### src/rtl/fu_load_if.sv
// rtl/fu_load_if.sv - shared packet types and the load unit's bus interface
package sys_defs;
  localparam int XLEN = 32;

  typedef enum logic [2:0] {
    LS_LB  = 3'd0,
    LS_LH  = 3'd1,
    LS_LW  = 3'd2,
    LS_LBU = 3'd4,
    LS_LHU = 3'd5
  } LS_TYPE;

  typedef struct packed {
    LS_TYPE ls;
  } DEC_FU_OPCODE;

  typedef struct packed {
    logic            valid;
    logic [31:0]     inst;
    logic [XLEN-1:0] r1_value;
    DEC_FU_OPCODE    dec_fu_opcode;
    logic [5:0]      dispatch_allocated_prs;
    logic [4:0]      rob_entry;
  } ISSUE_FU_PACKET;

  typedef struct packed {
    logic            valid;
    logic [XLEN-1:0] dest_value;
    logic [5:0]      dest_pr;
    logic [4:0]      rob_entry;
    logic            take_branch;
    logic [XLEN-1:0] target_pc;
  } FU_COMPLETE_PACKET;

  typedef struct packed {
    logic            valid;
    logic [XLEN-1:0] addr;
  } LOAD_SQ_PACKET;

  typedef struct packed {
    logic            stall;
    logic [3:0]      usebytes;
    logic [XLEN-1:0] data;
  } SQ_LOAD_PACKET;
endpackage

// Issue, complete, store-queue and data-cache signals of the load unit
interface fu_load_if;
  import sys_defs::*;

  logic              bs_hazard;
  ISSUE_FU_PACKET    bs_in_pkt;
  logic              rsb_fu_ready;
  logic              fum_complete_req;
  FU_COMPLETE_PACKET bs_out_pkt;
  LOAD_SQ_PACKET     ld_sq_request;
  SQ_LOAD_PACKET     ld_sq_response;
  logic [XLEN-1:0]   addr;
  logic              ld_cache_read_enable;
  logic [XLEN-1:0]   ld_cache_data_in;
  logic              exs_dcache_hit_flags;
  logic              broadcast_en;
  logic [XLEN-1:0]   exs_dcache_brdcast_data;

  // master is the load unit itself
  modport master (
    input  bs_hazard, bs_in_pkt, ld_sq_response, ld_cache_data_in,
           exs_dcache_hit_flags, broadcast_en, exs_dcache_brdcast_data,
    output rsb_fu_ready, fum_complete_req, bs_out_pkt, ld_sq_request,
           addr, ld_cache_read_enable
  );

  // slave is the surrounding pipeline, store queue and cache
  modport slave (
    output bs_hazard, bs_in_pkt, ld_sq_response, ld_cache_data_in,
           exs_dcache_hit_flags, broadcast_en, exs_dcache_brdcast_data,
    input  rsb_fu_ready, fum_complete_req, bs_out_pkt, ld_sq_request,
           addr, ld_cache_read_enable
  );
endinterface

### src/rtl/fu_load.sv
// rtl/fu_load.sv - non-pipelined load unit: address, forwarding merge, extract, complete
module fu_load
  import sys_defs::*;
(
  input  logic       clk,
  input  logic       rst,
  fu_load_if.master  bus
);

  typedef enum logic [1:0] {S_IDLE, S_MEM, S_DONE} state_e;

  state_e      state_q, state_d;
  logic [31:0] ea_q, ea_d;
  LS_TYPE      ls_q, ls_d;
  logic [5:0]  pr_q, pr_d;
  logic [4:0]  rob_q, rob_d;
  logic [31:0] result_q, result_d;
  logic [5:0]  out_pr_q, out_pr_d;
  logic [4:0]  out_rob_q, out_rob_d;

  logic [31:0] cache_word;
  logic [31:0] merged_word;
  logic        word_avail;

  // Pick the addressed byte/half and extend it according to the load type
  function automatic logic [31:0] extract(input logic [31:0] w, input logic [1:0] off,
                                          input LS_TYPE ls);
    logic [7:0]  b;
    logic [15:0] h;
    b = w[8*off +: 8];
    h = off[1] ? w[31:16] : w[15:0];
    case (ls)
      LS_LB:   extract = {{24{b[7]}}, b};
      LS_LBU:  extract = {24'd0, b};
      LS_LH:   extract = {{16{h[15]}}, h};
      LS_LHU:  extract = {16'd0, h};
      default: extract = w;
    endcase
  endfunction

  // Merge forwarded store bytes over the cache word; a hit outranks a refill broadcast
  always_comb begin
    cache_word  = bus.exs_dcache_hit_flags ? bus.ld_cache_data_in : bus.exs_dcache_brdcast_data;
    merged_word = cache_word;
    for (int i = 0; i < 4; i++) begin
      if (bus.ld_sq_response.usebytes[i]) merged_word[8*i +: 8] = bus.ld_sq_response.data[8*i +: 8];
    end
    word_avail = (bus.ld_sq_response.usebytes == 4'hF) || bus.exs_dcache_hit_flags
                 || bus.broadcast_en;
  end

  // Next-state and register updates for issue, memory access and completion
  always_comb begin
    state_d   = state_q;
    ea_d      = ea_q;
    ls_d      = ls_q;
    pr_d      = pr_q;
    rob_d     = rob_q;
    result_d  = result_q;
    out_pr_d  = out_pr_q;
    out_rob_d = out_rob_q;
    case (state_q)
      S_IDLE: begin
        if (bus.bs_in_pkt.valid) begin
          ea_d    = bus.bs_in_pkt.r1_value
                    + {{20{bus.bs_in_pkt.inst[31]}}, bus.bs_in_pkt.inst[31:20]};
          ls_d    = bus.bs_in_pkt.dec_fu_opcode.ls;
          pr_d    = bus.bs_in_pkt.dispatch_allocated_prs;
          rob_d   = bus.bs_in_pkt.rob_entry;
          state_d = S_MEM;
        end
      end
      S_MEM: begin
        if (word_avail && !bus.ld_sq_response.stall) begin
          result_d  = extract(merged_word, ea_q[1:0], ls_q);
          out_pr_d  = pr_q;
          out_rob_d = rob_q;
          state_d   = S_DONE;
        end
      end
      S_DONE: begin
        if (!bus.bs_hazard) state_d = S_IDLE;
      end
      default: state_d = S_IDLE;
    endcase
  end

  // State and datapath registers, cleared asynchronously
  always_ff @(posedge clk or posedge rst) begin
    if (rst) begin
      state_q   <= S_IDLE;
      ea_q      <= '0;
      ls_q      <= LS_LB;
      pr_q      <= '0;
      rob_q     <= '0;
      result_q  <= '0;
      out_pr_q  <= '0;
      out_rob_q <= '0;
    end else begin
      state_q   <= state_d;
      ea_q      <= ea_d;
      ls_q      <= ls_d;
      pr_q      <= pr_d;
      rob_q     <= rob_d;
      result_q  <= result_d;
      out_pr_q  <= out_pr_d;
      out_rob_q <= out_rob_d;
    end
  end

  // Outputs decoded from state; result fields persist after valid drops
  always_comb begin
    bus.rsb_fu_ready          = (state_q == S_IDLE);
    bus.fum_complete_req      = (state_q == S_DONE);
    bus.ld_cache_read_enable  = (state_q == S_MEM);
    bus.addr                  = (state_q == S_MEM) ? {ea_q[31:2], 2'b00} : 32'd0;
    bus.ld_sq_request         = '0;
    bus.ld_sq_request.valid   = (state_q == S_MEM);
    bus.ld_sq_request.addr    = bus.addr;
    bus.bs_out_pkt            = '0;
    bus.bs_out_pkt.valid      = (state_q == S_DONE);
    bus.bs_out_pkt.dest_value = result_q;
    bus.bs_out_pkt.dest_pr    = out_pr_q;
    bus.bs_out_pkt.rob_entry  = out_rob_q;
  end

endmodule

### src/flat_wrapper.sv
// flat-port wrapper written by rule: the top's interface ports become plain ports
module fu_load_flat import sys_defs::*;
  (clk, rst, bus_bs_hazard, bus_bs_in_pkt, bus_ld_sq_response, bus_ld_cache_data_in, bus_exs_dcache_hit_flags, bus_broadcast_en, bus_exs_dcache_brdcast_data, bus_rsb_fu_ready, bus_fum_complete_req, bus_bs_out_pkt, bus_ld_sq_request, bus_addr, bus_ld_cache_read_enable);
  fu_load_if bus_i ();
  input  logic clk;
  input  logic rst;
  input wire logic [$bits(bus_i.bs_hazard)-1:0] bus_bs_hazard;
  input wire logic [$bits(bus_i.bs_in_pkt)-1:0] bus_bs_in_pkt;
  input wire logic [$bits(bus_i.ld_sq_response)-1:0] bus_ld_sq_response;
  input wire logic [$bits(bus_i.ld_cache_data_in)-1:0] bus_ld_cache_data_in;
  input wire logic [$bits(bus_i.exs_dcache_hit_flags)-1:0] bus_exs_dcache_hit_flags;
  input wire logic [$bits(bus_i.broadcast_en)-1:0] bus_broadcast_en;
  input wire logic [$bits(bus_i.exs_dcache_brdcast_data)-1:0] bus_exs_dcache_brdcast_data;
  output wire logic [$bits(bus_i.rsb_fu_ready)-1:0] bus_rsb_fu_ready;
  output wire logic [$bits(bus_i.fum_complete_req)-1:0] bus_fum_complete_req;
  output wire logic [$bits(bus_i.bs_out_pkt)-1:0] bus_bs_out_pkt;
  output wire logic [$bits(bus_i.ld_sq_request)-1:0] bus_ld_sq_request;
  output wire logic [$bits(bus_i.addr)-1:0] bus_addr;
  output wire logic [$bits(bus_i.ld_cache_read_enable)-1:0] bus_ld_cache_read_enable;
  assign bus_i.bs_hazard = bus_bs_hazard;
  assign bus_i.bs_in_pkt = bus_bs_in_pkt;
  assign bus_i.ld_sq_response = bus_ld_sq_response;
  assign bus_i.ld_cache_data_in = bus_ld_cache_data_in;
  assign bus_i.exs_dcache_hit_flags = bus_exs_dcache_hit_flags;
  assign bus_i.broadcast_en = bus_broadcast_en;
  assign bus_i.exs_dcache_brdcast_data = bus_exs_dcache_brdcast_data;
  assign bus_rsb_fu_ready = bus_i.rsb_fu_ready;
  assign bus_fum_complete_req = bus_i.fum_complete_req;
  assign bus_bs_out_pkt = bus_i.bs_out_pkt;
  assign bus_ld_sq_request = bus_i.ld_sq_request;
  assign bus_addr = bus_i.addr;
  assign bus_ld_cache_read_enable = bus_i.ld_cache_read_enable;
  fu_load u_core (.clk(clk), .rst(rst), .bus(bus_i));
endmodule
### config.mk
export PLATFORM = sky130hd
export DESIGN_NAME = fu_load_flat
export DESIGN_NICKNAME = d
export VERILOG_FILES = /design/src/rtl/fu_load_if.sv /design/src/rtl/fu_load.sv /design/src/flat_wrapper.sv
export SDC_FILE = /design/constraint.sdc
export NUM_CORES = 1
export LEC_CHECK = 0
export CORE_AREA = 2 2 130 132
export DETAILED_ROUTE_END_ITERATION = 10
export DIE_AREA = 0 0 132 134
export PLACE_DENSITY = 0.84
export SYNTH_ARGS = -nofsm -noshare
export SYNTH_HDL_FRONTEND = slang
export SYNTH_SLANG_ARGS = --single-unit
### constraint.sdc
create_clock -name clk -period 7.68 [get_ports clk]
set_input_delay 1.536 -clock clk [delete_from_list [all_inputs] [get_ports clk]]
set_output_delay 1.536 -clock clk [all_outputs]
set_load 0.1 [all_outputs]
==> results by group, run 1 <==
Logic synthesis
  – Top_reg_cell synth: dfrtp_1
  – Synth area leader: dfrtp_1
  – Synth top area cells: dfrtp_1 34%, buf_4 7.6%, mux2_2 6.8%
  – Mux cell area share after synthesis: 0.111
  – EDFF count, synth: 0
  – Adder-Cell Fraction of Synth Area: 0.0602
  – Synth Cell Area: between 0.006 and 0.007 sq mm
  – Mean Syn Cell Area: 8.67 sq um
  – Synth cell count leaders: 104 x nand2_1, 91 x dfrtp_1, 75 x o21ai_0
  – Top-area cell type share of the netlist area: 0.336
  – Synthesized-area fraction occupied by and/or/nand/nor cells: 0.156
  – Xor and xnor area share after synthesis: 0.0388
  – Syn Inst Count: 782
  – Sequential element share of the synthesized area: 0.336
  – Ys Warns: 0
  – FFs w/ async S/R, synth: 1.00
  – Top-count cell post-synth: nand2_1
  – Synth Area in Compound Gates: 0.188
  – Main combinational cell family by area after synthesis: compound AO/OA/AOI/OAI gates
  – Yosys cell types: 60
  – Count of state elements after synthesis: 91

Finish
  – # nets final: approximately 1200
  – Final core utilization: 0.587
  – Post-layout instance area: ~0.0096 sq mm
  – Synth-to-layout area growth: 41.0%
  – N_diodes: 0
  – Layout cell share with drive strength beyond 1: 0.0817
  – Fillers: 1445
  – Non-filler instance count after layout: ~1200

Detailed routing
  – Routed wire length: about 20000 um
  – DR WL/cell: ~17 um
  – Starting DRT DRC Count: 320
  – Via density per instance: between 5 and 6
  – # DRC: 0
  – Final ANT Viol Nets: 0
  – Vias: ~6300
  – DR pass1 iterations: 4

Placement
  – PortBufs: roughly 270
  – DP HPWL: around 16000 um
  – GPL Wtd Cong: ~0.9
  – # placed instances: 1196
  – Placed cell areas: just over 0.009 sq mm

Global routing
  – First-pass GRT wire length: roughly 32000 um
  – Largest net degree at the start of global routing: between 70 and 80
  – Total gr overflow: 0
  – Global Route Usage Sum: 0.225
  – Vias in the first global route: 6110
  – Initial antenna violation count: 1

Min path
  – Hold WC Path Type: reg -> reg

Timing
  – Worst slew margin: 0.255
  – RSZ-0062 raised after global routing: false
  – Highest Clock Rate: 218 MHz
  – Setup TNS: 0 ns
  – Final hold violations: 0
  – Min Tclk post-route: 4.60 ns
  – Least-Margin Pin Slew: 1.12 ns
  – Hold Slack: about 0.47 ns
  – Final setup violating endpoints: 0
  – Fin crit share: 0.598
  – Max Clock Skew: 0.00938 ns
  – Slew Limit Fails: 0

Floorplanning
  – Cell Rows: 47
  – Die Ht: 134 um
  – I/O pins: 330
  – Die Span X: 132 um
  – Die area: 0.0177 sq mm
  – Starting Density: 0.416
  – Core area: approximately 0.016 sq mm

Power
  – Cell Pwr Density: 477 mW/mm^2
  – Leakage: 4.09 nW
  – VDD IR max: approximately 320 uV

Worst setup path
  – Critical Path RT: between 6 and 7 ns
  – Kind of critical path: reg -> out
  – Critical path peak fanout: 46
  – Worst Path Arrival: roughly 3 ns
  – CP endpoint kind: primary output
  – Startpoint types: register

Clocking
  – CTS resizes: 0
  – Clock root cell: clkbuf_16
  – CTS tree: built
  – Hold Buf Count CTS: 0
  – Total clock sinks: between 90 and 100
  – Clock tree buffer depth: 2
  – Clk_lat worst skew: 0.35 ns
  – Cts bufs inserted: 9
  – H-tree levels: 3
  – Clock Pin Slew Worst Setup and Hold Paths: 0.07 ns
  – Post-CTS Repair Setup Buffers: 0

Run
  – Max-cap violations: 0

Run status
  – Outcome: complete, no violations
critical path: stages (launching register included):
cell             delay, ns
dfrtp_1               0.40
nor2b_4               0.81
and2_1                0.30
clkdlybuf4s50_1       1.19
final timing paths:
check                                        from                    end  slack [ns]  cells past startpoint
max in group asynchronous                     rst        u_core.rob_q[0]        4.99                      3
min in group asynchronous                     rst        u_core.rob_q[3]        1.55                      2
worst max register to register     u_core.ea_q[1]    u_core.result_q[21]        5.22                      5
worst min-delay path              u_core.ea_q[14]        u_core.ea_q[14]        0.47                      2
worst min register to register    u_core.ea_q[14]        u_core.ea_q[14]        0.47                      2
worst max-delay path            u_core.state_q[0]  bus_ld_sq_request[16]        3.08                      3
flip-flops by register name, indices dropped and copies added (netlist names):
signal and cells:
u_core.ea_q 32, u_core.result_q 32, u_core.out_pr_q 6, u_core.pr_q 6
u_core.out_rob_q 5, u_core.rob_q 5, u_core.ls_q 3, u_core.state_q 2
stage by stage:
step / power, mW / worst slack [ns]
final: 4.56 / 3.08
after global routing: 4.74 / 2.83
after CTS: 4.58 / 3.03
after detailed placement: 4.10 / 2.82
after global placement: 4.05 / 2.86
after floorplan: 3.43 / 3.10
power breakdown:
part	total (mW)	leakage, nW	switching (mW)	internal (mW)
sequential	0.886	1.12	0.171	0.714
clock	0.467	0.144	0.197	0.271
combinational	3.20	2.83	2.42	0.788
total	4.56	4.09	2.78	1.77
cell usage in the layout (no fill, tap or decap), types with 29 or more instances in the layout:
cell type,count
a21oi_1,49
dfrtp_1,91
nor2_1,33
clkdlybuf4s50_1,271
o21ai_0,75
nand2_1,102
mux2i_1,29
ha_1,31
and2_1,33
mux2_2,41
conb_1,37
layer usage:
metal / track usage / routed length [um]
met4: 0.104 / 794
met1: 0.258 / 7910
met5: 0 / 13
met3: 0.0567 / 1430
met2: 0.395 / 10300
area by class of cell:
| class | instances | area (sq um) | share of cell area |
|---|---|---|---|
| multi-input cells | 599 | 3900 | 0.408 |
| repair buffers | 276 | 2750 | 0.288 |
| flip-flops and latches | 91 | 2280 | 0.238 |
| well taps | 220 | 275 | 0.0288 |
| clock buffers | 11 | 253 | 0.0265 |
| clock inverters | 5 | 61.3 | 0.00642 |
| inverters | 10 | 40.0 | 0.00419 |
cells by family after synthesis:
group	count (synthesis)
flip-flops	91
XOR/XNOR	30
AO/OA/AOI/OAI	204
buffers and inverters	128
adder cells (fa/ha/maj)	32
other	1
multiplexers	70
AND/OR/NAND/NOR	226
Power figures use the tool's default switching activity.
==> inputs of run 2 (changes only) <==
Settings changed: CORE_AREA 2 2 130 132 to default, CORE_MARGIN from default to 1, CORE_UTILIZATION from default to 42, DIE_AREA 0 0 132 134 to default, PLACE_DENSITY 0.84 to 0.85.
Clock period 7.68 ns to 4.6 ns, I/O delays scaled along.
==> results by group, run 2 (synthesis gave the netlist of run 1 again) <==
Floorplanning
  – Die area: 0.0167 sq mm (was 0.0177 sq mm)
  – I/O pins: 330 (unchanged)
  – Core area: 0.0158 sq mm (was 0.0163 sq mm)
  – Cell Rows: 46 (was 47)
  – Starting Density: 0.428 (was 0.416)
  – Die Span X: 129 um (was 132 um)
  – Die Ht: 129 um (was 134 um)

Worst setup path
  – Kind of critical path: in -> reg (was reg -> out)
  – R2r startpoint: u_core.ea_q[1] (unchanged)
  – Worst Path Arrival: 3.85 ns (was 3.06 ns)
  – Critical Path RT: 4.78 ns (was 6.14 ns)
  – CP endpoint kind: register (was primary output)
  – Startpoint types: input pin (was register)
  – Reg2Reg Depth: 5 (unchanged)
  – Critical R2R Capture: u_core.result_q[21] (unchanged)
  – Setup crit end: u_core.ea_q[30] (was bus_ld_sq_request[16])
  – Crit path launch: bus_bs_in_pkt[14] (was u_core.state_q[0])
  – R2R setup slack: 2.04 ns (was 5.22 ns)
  – Critical path peak fanout: 4 (was 46)

Detailed routing
  – Via density per instance: 5.13 (was 5.21)
  – DR WL/cell: 16.1 um (was 16.9 um)
  – Met1 wire length: 7680 um (was 7910 um)
  – DR pass1 iterations: 5 (was 4)
  – Final ANT Viol Nets: 0 (unchanged)
  – Met2 routed WL: 9930 um (was 10300 um)
  – # DRC: 0 (unchanged)
  – Vias: 6234 (was 6315)
  – Met3 wire len: 1310 um (was 1430 um)
  – Starting DRT DRC Count: 336 (was 320)
  – Routed wire length: 19500 um (was 20400 um)
  – Top Layer Used: met4 (was met5)

Timing
  – Final hold violations: 0 (unchanged)
  – Highest Clock Rate: approximately 270 MHz
  – Max Clock Skew: 0.0109 ns (was 0.00938 ns)
  – Min Tclk post-route: around 3.7 ns
  – Fin crit share: 0.796
  – Setup TNS: 0 ns (unchanged)
  – Least-Margin Pin Slew: 1.04 ns (was 1.12 ns)
  – Slew Limit Fails: 0 (unchanged)
  – Worst slew margin: 0.302 (was 0.255)
  – Final setup violating endpoints: 0 (unchanged)
  – RSZ-0062 raised after global routing: false (unchanged)

Clocking
  – Total clock sinks: 91 (unchanged)
  – Clk_lat worst skew: 0.34 ns (was 0.35 ns)
  – CTS resizes: 0 (unchanged)
  – Clock tree buffer depth: 2 (unchanged)
  – Cts bufs inserted: 9 (unchanged)
  – Clock root cell: clkbuf_16 (unchanged)
  – Hold Buf Count CTS: 0 (unchanged)
  – Post-CTS Repair Setup Buffers: 0 (unchanged)
  – Clock Pin Slew Worst Setup and Hold Paths: 0.07 ns (about the same)
  – H-tree levels: 3 (unchanged)
  – CTS tree: built (unchanged)

Power
  – Leakage: 4.23 nW (was 4.09 nW)
  – VDD IR max: 590 uV (was 319 uV)
  – Cell Pwr Density: 792 mW/mm^2 (was 477 mW/mm^2)

Min path
  – Hold WC Path Type: reg -> reg (unchanged)

Global routing
  – Total gr overflow: 0 (unchanged)
  – Initial antenna violation count: 0 (was 1)
  – Largest net degree at the start of global routing: 82 (was 77)
  – First-pass GRT wire length: 29200 um (was 31700 um)
  – Vias in the first global route: 5798 (was 6110)
  – Global Route Usage Sum: 0.227 (was 0.225)

Finish
  – Post-layout instance area: 0.00943 sq mm (was 0.00956 sq mm)
  – # nets final: 1212 (was 1204)
  – Synth-to-layout area growth: 39.1% (was 41.0%)
  – Layout cell share with drive strength beyond 1: 0.148 (was 0.0817)
  – Commonest non-fill, non-tap cell in the layout: clkdlybuf4s50_1 (unchanged)
  – Fillers: 1391 (was 1445)
  – N_diodes: 0 (unchanged)
  – Biggest regs: u_core.ea_q (32), u_core.result_q (32) (unchanged)
  – Commonest non-fill, non-tap cells in the layout: 211 x clkdlybuf4s50_1, 102 x nand2_1, 91 x dfrtp_1, 75 x o21ai_0, 72 x buf_4 (was 271 x clkdlybuf4s50_1, 102 x nand2_1, 91 x dfrtp_1, 75 x o21ai_0, 49 x a21oi_1)

Run status
  – Outcome: complete, no violations (unchanged)

Run
  – Max-cap violations: 0 (unchanged)

Placement
  – DP HPWL: 15500 um (was 15900 um)
  – PortBufs: 272 (unchanged)
  – Placed cell areas: 0.00915 sq mm (was 0.00924 sq mm)
  – GPL Wtd Cong: 0.910 (was 0.878)
## run 2: cell types whose count changed in the layout (fill, tap and decap cells not counted)
| cell | delta |
|---|---|
| clkbuf_1 | +1 |
| clkinv_2 | +1 |
| clkdlybuf4s50_1 | -60 |
| clkinvlp_4 | -2 |
| clkinv_4 | +2 |
| clkbuf_8 | -1 |
| buf_4 | +68 |
| bufinv_16 | -1 |
## run 2: layout make-up
type                    count  area (sq um)  share of cell area
clock buffers              11           243              0.0257
clock inverters             5          38.8             0.00411
inverters                  10          40.0             0.00425
multi-input cells         599          3900               0.414
flip-flops and latches     91          2280               0.242
well taps                 216           270              0.0287
repair buffers            284          2660               0.282
## run 2: metal layers
| layer | track usage | up-vias |
|---|---|---|
| li1 | - | 3078 |
| met1 | 0.260 | 2878 |
| met4 | 0.0927 | 0 |
| met2 | 0.413 | 242 |
| met3 | 0.0438 | 36 |
| met5 | 0 | - |
## run 2: metrics by stage
step	instances	total power, mW	hold WS, ns	utilization	setup slack, ns
2_1_floorplan	818	5.73	0.440	-	0.634
3_3_place_gp	1200	6.71	0.453	0.578	0.605
3_5_place_dp	1200	6.78	0.462	0.578	0.590
4_1_cts	1216	7.49	0.475	0.596	0.943
5_1_grt	1216	7.77	0.495	0.596	0.754
6_report	1216	7.47	0.473	0.596	0.936
## run 2: worst min-delay path by stage
stage / startpoint / to / slack, ns / depth (start not counted)
after floorplan: u_core.ea_q[7] / u_core.ea_q[7] / 0.44 / 2
after global routing: u_core.result_q[1] / u_core.result_q[1] / 0.49 / 2
after CTS: u_core.ea_q[22] / u_core.ea_q[22] / 0.48 / 2
after detailed placement: u_core.ea_q[22] / u_core.ea_q[22] / 0.46 / 2
final: u_core.ea_q[18] / u_core.ea_q[18] / 0.47 / 2
after global placement: u_core.ea_q[8] / u_core.ea_q[8] / 0.45 / 2
## run 2: report_power, final
| part | internal [mW] | total [mW] | leakage, nW | switching [mW] |
|---|---|---|---|---|
| combinational | 1.26 | 5.31 | 2.98 | 4.05 |
| clock | 0.384 | 0.710 | 0.136 | 0.326 |
| sequential | 1.19 | 1.45 | 1.12 | 0.258 |
| total | 2.84 | 7.47 | 4.23 | 4.63 |
## run 2: critical path: stages
cell and delay [ns]:
clkdlybuf4s50_1 0.41, ha_1 0.23, fa_1 0.40, a21o_1 0.23
a221oi_2 0.33, o21ai_2 0.17, a21oi_4 0.21, o21ai_2 0.11
a221o_2 0.42, a21oi_1 0.18, xor2_1 0.15, o21ai_0 0.09
==> variant 1, RTL diff (config.mk and constraints of run 2) <==
Make the reset (`rst`) synchronous in one clocked block. Comments in the files are not updated.
--- a/src/rtl/fu_load.sv
+++ b/src/rtl/fu_load.sv
@@ -87,5 +87,5 @@
 
   // State and datapath registers, cleared asynchronously
-  always_ff @(posedge clk or posedge rst) begin
+  always_ff @(posedge clk) begin
     if (rst) begin
       state_q   <= S_IDLE;
Check against the original RTL: differs if rst is asserted again (counterexample within 4 cycles, from zero or initial values and one cycle with rst high); with rst held inactive, the same outputs for 4 cycles.
==> variant 1 against run 2 <==
Setup slack worse by 0.054 ns. Critical path depth is 2 lower. Synthesized area is 2.3% higher. Critical path type unchanged. Sequential cell count stayed put. Sequential share of layout area is 5.0 points lower. Final area is 0.66% higher. Hold slack worse by 0.022 ns. Wire length is 14% higher.
Power is not compared: it rests on default switching activity, and its combinational part moved more than twofold at a synthesized area within 25%.
==> variant 1: results (changes against run 2) <==
.. list-table::
   :header-rows: 1

   * - Metric
     - Value
   * - Number of buffers added by the clock tree synthesis step
     - 9 (unchanged)
   * - Status
     - finished, final reports clean (unchanged)
   * - Worst-case clock skew
     - 0.0118 ns (was 0.0109 ns)
   * - Final antenna-violating net count
     - 0 (unchanged)
   * - Worst-Skew Late Latency
     - 0.36 ns (was 0.34 ns)
   * - Worst min-delay path startpoint
     - u_core.ea_q[9] (was u_core.ea_q[18])
   * - Setup slack on the worst flop-to-flop path
     - 1.98 ns (was 2.04 ns)
   * - Routed via count
     - 7272 (was 6234)
   * - Arrival time of the worst setup path
     - 3.98 ns (was 3.85 ns)
   * - Class of the most critical hold timing path
     - reg2reg (unchanged)
   * - Number of global-route vias before repair
     - 6779 (was 5798)
   * - Largest registers ranked by flip-flop count
     - u_core.ea_q: 32 flops, u_core.result_q: 32 flops (unchanged)
   * - Warning count from the yosys run
     - 0 (unchanged)
   * - Hold Crit Endpoint
     - u_core.ea_q[9] (was u_core.ea_q[18])
   * - Drt total wl
     - 22.3 mm (was 19.5 mm)
   * - Weighted congestion reported at the end of routability-driven placement
     - 0.926 (was 0.910)
   * - Fraction of the yosys area taken by sequential cells
     - 0.263 (was 0.336)
   * - Worst relative slew slack
     - 0.239 (was 0.302)
   * - Ys flop type
     - dfxtp_1 (was dfrtp_1)
   * - Main area contributors after synthesis
     - dfxtp_1 (26%), nand2_1 (8.2%), buf_4 (7.6%) (was dfrtp_1 (34%), buf_4 (7.6%), mux2_2 (6.8%))
   * - Post-synthesis cell type count
     - 70 (was 60)
   * - Critical path launch point
     - bus_bs_in_pkt[77] (was bus_bs_in_pkt[14])
   * - Clk slew on worst S/H paths
     - 0.08 ns
   * - Largest net degree at the start of global routing
     - 100 (was 82)
   * - Total of buffers placed on input and output ports
     - 272 (unchanged)
   * - Post-detailed-placement cell area
     - 0.00918 mm^2 (was 0.00915 mm^2)
   * - Proportion of layout cells with a drive suffix above 1
     - 0.0979 (was 0.148)
   * - Overall Global Routing Usage
     - 0.251 (was 0.227)
   * - Wire length of the first global-routing pass
     - 33.2 mm (was 29.2 mm)
   * - CP max FO
     - 16 (was 4)
   * - Estimated wirelength of the detail-placed design
     - 17.0 mm (was 15.5 mm)
   * - Final hold slack
     - 0.451 ns (was 0.473 ns)
   * - Peak supply drop
     - 0.170 mV
   * - Proportion of synthesized flip-flops having asynchronous set or reset
     - 0 (was 1.00)
   * - Number of antenna diodes
     - 0 (unchanged)
   * - Commonest cells in the synthesized netlist
     - nand2_1 (152), dfxtp_1 (91), a21oi_1 (89) (was nand2_1 (104), dfrtp_1 (91), o21ai_0 (75))
   * - Detailed router's first-iteration violation count
     - 313 (was 336)
   * - Path depth of the worst reg2reg path
     - 6 (was 5)
   * - Leakage power of the design
     - 0.00382 uW
   * - Final #Nets
     - 1336 (was 1212)
   * - RR Endpoint
     - u_core.result_q[16] (was u_core.result_q[21])
   * - Origin of the critical flop-to-flop path
     - u_core.ea_q[1] (unchanged)
   * - Count of instances resized after the clock tree is built
     - 0 (unchanged)
## variant 1: cell count changes in the layout (fill, tap and decap cells not counted), sizes merged, moves of 29 or more
cell,change
o21ai,-29
a21oi,+41
nor2,+35
dfrtp,-91
dfxtp,+91
nand2,+48
mux2,-32
## variant 1: cell type report
class | instances | area, um^2
Multi-Input combinational cell | 725 | 4420
Clock inverter | 7 | 88.8
Sequential cell | 91 | 1820
Clock buffer | 9 | 225
Fill cell | 1459 | 6510
Timing Repair Buffer | 280 | 2620
Tap cell | 216 | 270
Inverter | 12 | 45.0
## variant 1: per-layer routing
metal,global-route usage,routed length [um],vias up
met2,0.461,11100,338
met3,0.0350,1710,57
met1,0.283,8590,3325
li1,-,-,3552
met5,0,0,-
met4,0.130,858,0
## variant 1: worst max-delay path by stage
stage | depth (start not counted) | end | slack, ns
6_report | 10 | u_core.ea_q[31] | 0.88
5_1_grt | 10 | u_core.ea_q[31] | 0.62
4_1_cts | 10 | u_core.ea_q[31] | 0.91
3_5_place_dp | 10 | u_core.ea_q[31] | 0.59
3_3_place_gp | 10 | u_core.ea_q[31] | 0.67
2_1_floorplan | 4 | bus_ld_sq_request[28] | 0.73
## variant 1: cell families after synthesis
kind of cell    after synthesis  synth area share
compound gates              264             0.255
xor+xnor                     13            0.0164
fa+ha+maj                    32            0.0588
buf+inv                     137             0.120
flops                        91             0.263
mux                          42            0.0623
other cells                   1          0.000541
simple gates                337             0.224
## variant 1: power breakdown
group	switching [uW]	internal [uW]
Combinational	799	381
Sequential	35.5	844
Clock	387	393
## variant 1: stage by stage
stage           util  power (uW)  instances  worst slack (ns)
2_1_floorplan      -        1780        953             0.726
3_3_place_gp   0.574        2050       1324             0.672
3_5_place_dp   0.574        2070       1324             0.594
4_1_cts        0.593        2840       1340             0.910
5_1_grt        0.593        2960       1340             0.624
6_report       0.593        2840       1340             0.882
## variant 1: worst max-delay path, stage by stage
cell,delay (ns)
clkdlybuf4s50_1,0.61
buf_4,0.28
ha_1,0.36
a21oi_1,0.24
o21ai_0,0.23
a2111oi_4,0.48
a211oi_2,0.16
o2111ai_1,0.29
nand3_1,0.14
a311oi_2,0.26
==> variant 2, RTL diff (config.mk and constraints of run 2) <==
Made on the original files. Re-encode `state_e` (3 states) as one-hot, 3 bits wide.
--- a/src/rtl/fu_load.sv
+++ b/src/rtl/fu_load.sv
@@ -8,5 +8,5 @@
 );
 
-  typedef enum logic [1:0] {S_IDLE, S_MEM, S_DONE} state_e;
+  typedef enum logic [2:0] {S_IDLE = 3'b001, S_MEM = 3'b010, S_DONE = 3'b100} state_e;
 
   state_e      state_q, state_d;
Function: same outputs for any inputs over 4 cycles, from zero or initial values and one cycle with rst high; so few cycles prove little.
==> variant 2 against run 2 <==
Total power down 16%. Clock skew fell by 0.0041 ns. Sequential cell count grew 1. Core utilization grew 0.53 points. First-iteration DRC count grew 6.3%. Synthesized area up 2.9%. Clock power is 14% higher. Final area increased by 2.4%. Via count is 10% higher. Setup slack got worse by 0.25 ns. Wire length up 9.4%. Combinational power fell by 25%. Critical endpoint unchanged.
==> variant 2: results (changes against run 2) <==
.. list-table::
   :header-rows: 1

   * - Metric
     - Value
   * - Setup slack on the worst flop-to-flop path
     - 1.86 ns (was 2.04 ns)
   * - Flip-flop and latch count after synthesis
     - 92 (was 91)
   * - Clock buf/inv share
     - 0.0328 (was 0.0299)
   * - Status
     - finished, final reports clean (unchanged)
   * - Ratio of routed vias to standard cells
     - 5.32 (was 5.13)
   * - Fraction of synthesized area in multiplexers
     - 0.0779 (was 0.111)
   * - Estimated wirelength of the detail-placed design
     - 16.7 mm (was 15.5 mm)
   * - Fraction of the cycle the final worst path needs
     - 0.850 (was 0.796)
   * - Proportion of layout cells with a drive suffix above 1
     - 0.114 (was 0.148)
   * - Worst min-delay path startpoint
     - u_core.ea_q[7] (was u_core.ea_q[18])
   * - Power consumed by the clock network
     - 806 uW (was 710 uW)
   * - Routed via count
     - 6856 (was 6234)
   * - Detailed router's first-iteration violation count
     - 357 (was 336)
   * - Peak per-stage delay on the critical path
     - 0.47 ns (was 0.42 ns)
   * - Origin of the critical flop-to-flop path
     - u_core.state_q[2] (was u_core.ea_q[1])
   * - Max stage delay cell, worst path
     - a311o_2 (was a221o_2)
   * - Post-layout power
     - 6280 uW (was 7470 uW)
   * - Number of ordinary and repair buffers in the finished layout
     - 286 (was 284)
   * - Weighted congestion reported at the end of routability-driven placement
     - 0.924 (was 0.910)
   * - Wire length of the first global-routing pass
     - 32.0 mm (was 29.2 mm)
   * - RR Endpoint
     - u_core.result_q[22] (was u_core.result_q[21])
   * - Adder-Cell Fraction of Synth Area
     - 0.0585 (was 0.0602)
   * - Commonest cells in the synthesized netlist
     - nand2_1 (156), dfrtp_1 (91), o21ai_0 (75) (was nand2_1 (104), dfrtp_1 (91), o21ai_0 (75))
   * - Post-detailed-placement cell area
     - 0.00933 mm^2 (was 0.00915 mm^2)
   * - Main area contributors after synthesis
     - dfrtp_1 (33%), nand2_1 (8.4%), buf_4 (7.4%) (was dfrtp_1 (34%), buf_4 (7.6%), mux2_2 (6.8%))
   * - Routed WL per cell
     - 16.6 um (was 16.1 um)
   * - Transition at the pin with the smallest max-transition slack
     - 1.06 ns (was 1.04 ns)
   * - Compound-gate portion of the synthesized area
     - 0.193 (was 0.188)
   * - Filler Cell Count
     - 1409 (was 1391)
variant 2: changes by cell type in the layout (fill, tap and decap cells not counted), sizes merged, moves of 7 or more:
cell    change
nand2      +52
mux2       -25
nor2       +14
a21oi      +12
a211oi      -8
o311ai      +7
variant 2: metal layers:
| metal | routed length, um | part of all wire | vias up | track usage |
|---|---|---|---|---|
| met5 | 0 | 0 | - | 0 |
| met4 | 978 | 0.046 | 0 | 0.139 |
| met3 | 1650 | 0.077 | 59 | 0.0448 |
| met2 | 10800 | 0.50 | 295 | 0.441 |
| met1 | 7960 | 0.37 | 3174 | 0.265 |
| li1 | - | - | 3328 | - |
variant 2: worst min path at each step:
stage | endpoint | slack (ns) | depth (start not counted)
after floorplan | u_core.ea_q[7] | 0.43 | 2
after global placement | u_core.ea_q[7] | 0.44 | 2
after CTS | u_core.ea_q[7] | 0.46 | 2
after global routing | u_core.pr_q[5] | 0.49 | 2
after detailed placement | u_core.ea_q[7] | 0.45 | 2
final | u_core.ea_q[7] | 0.46 | 2
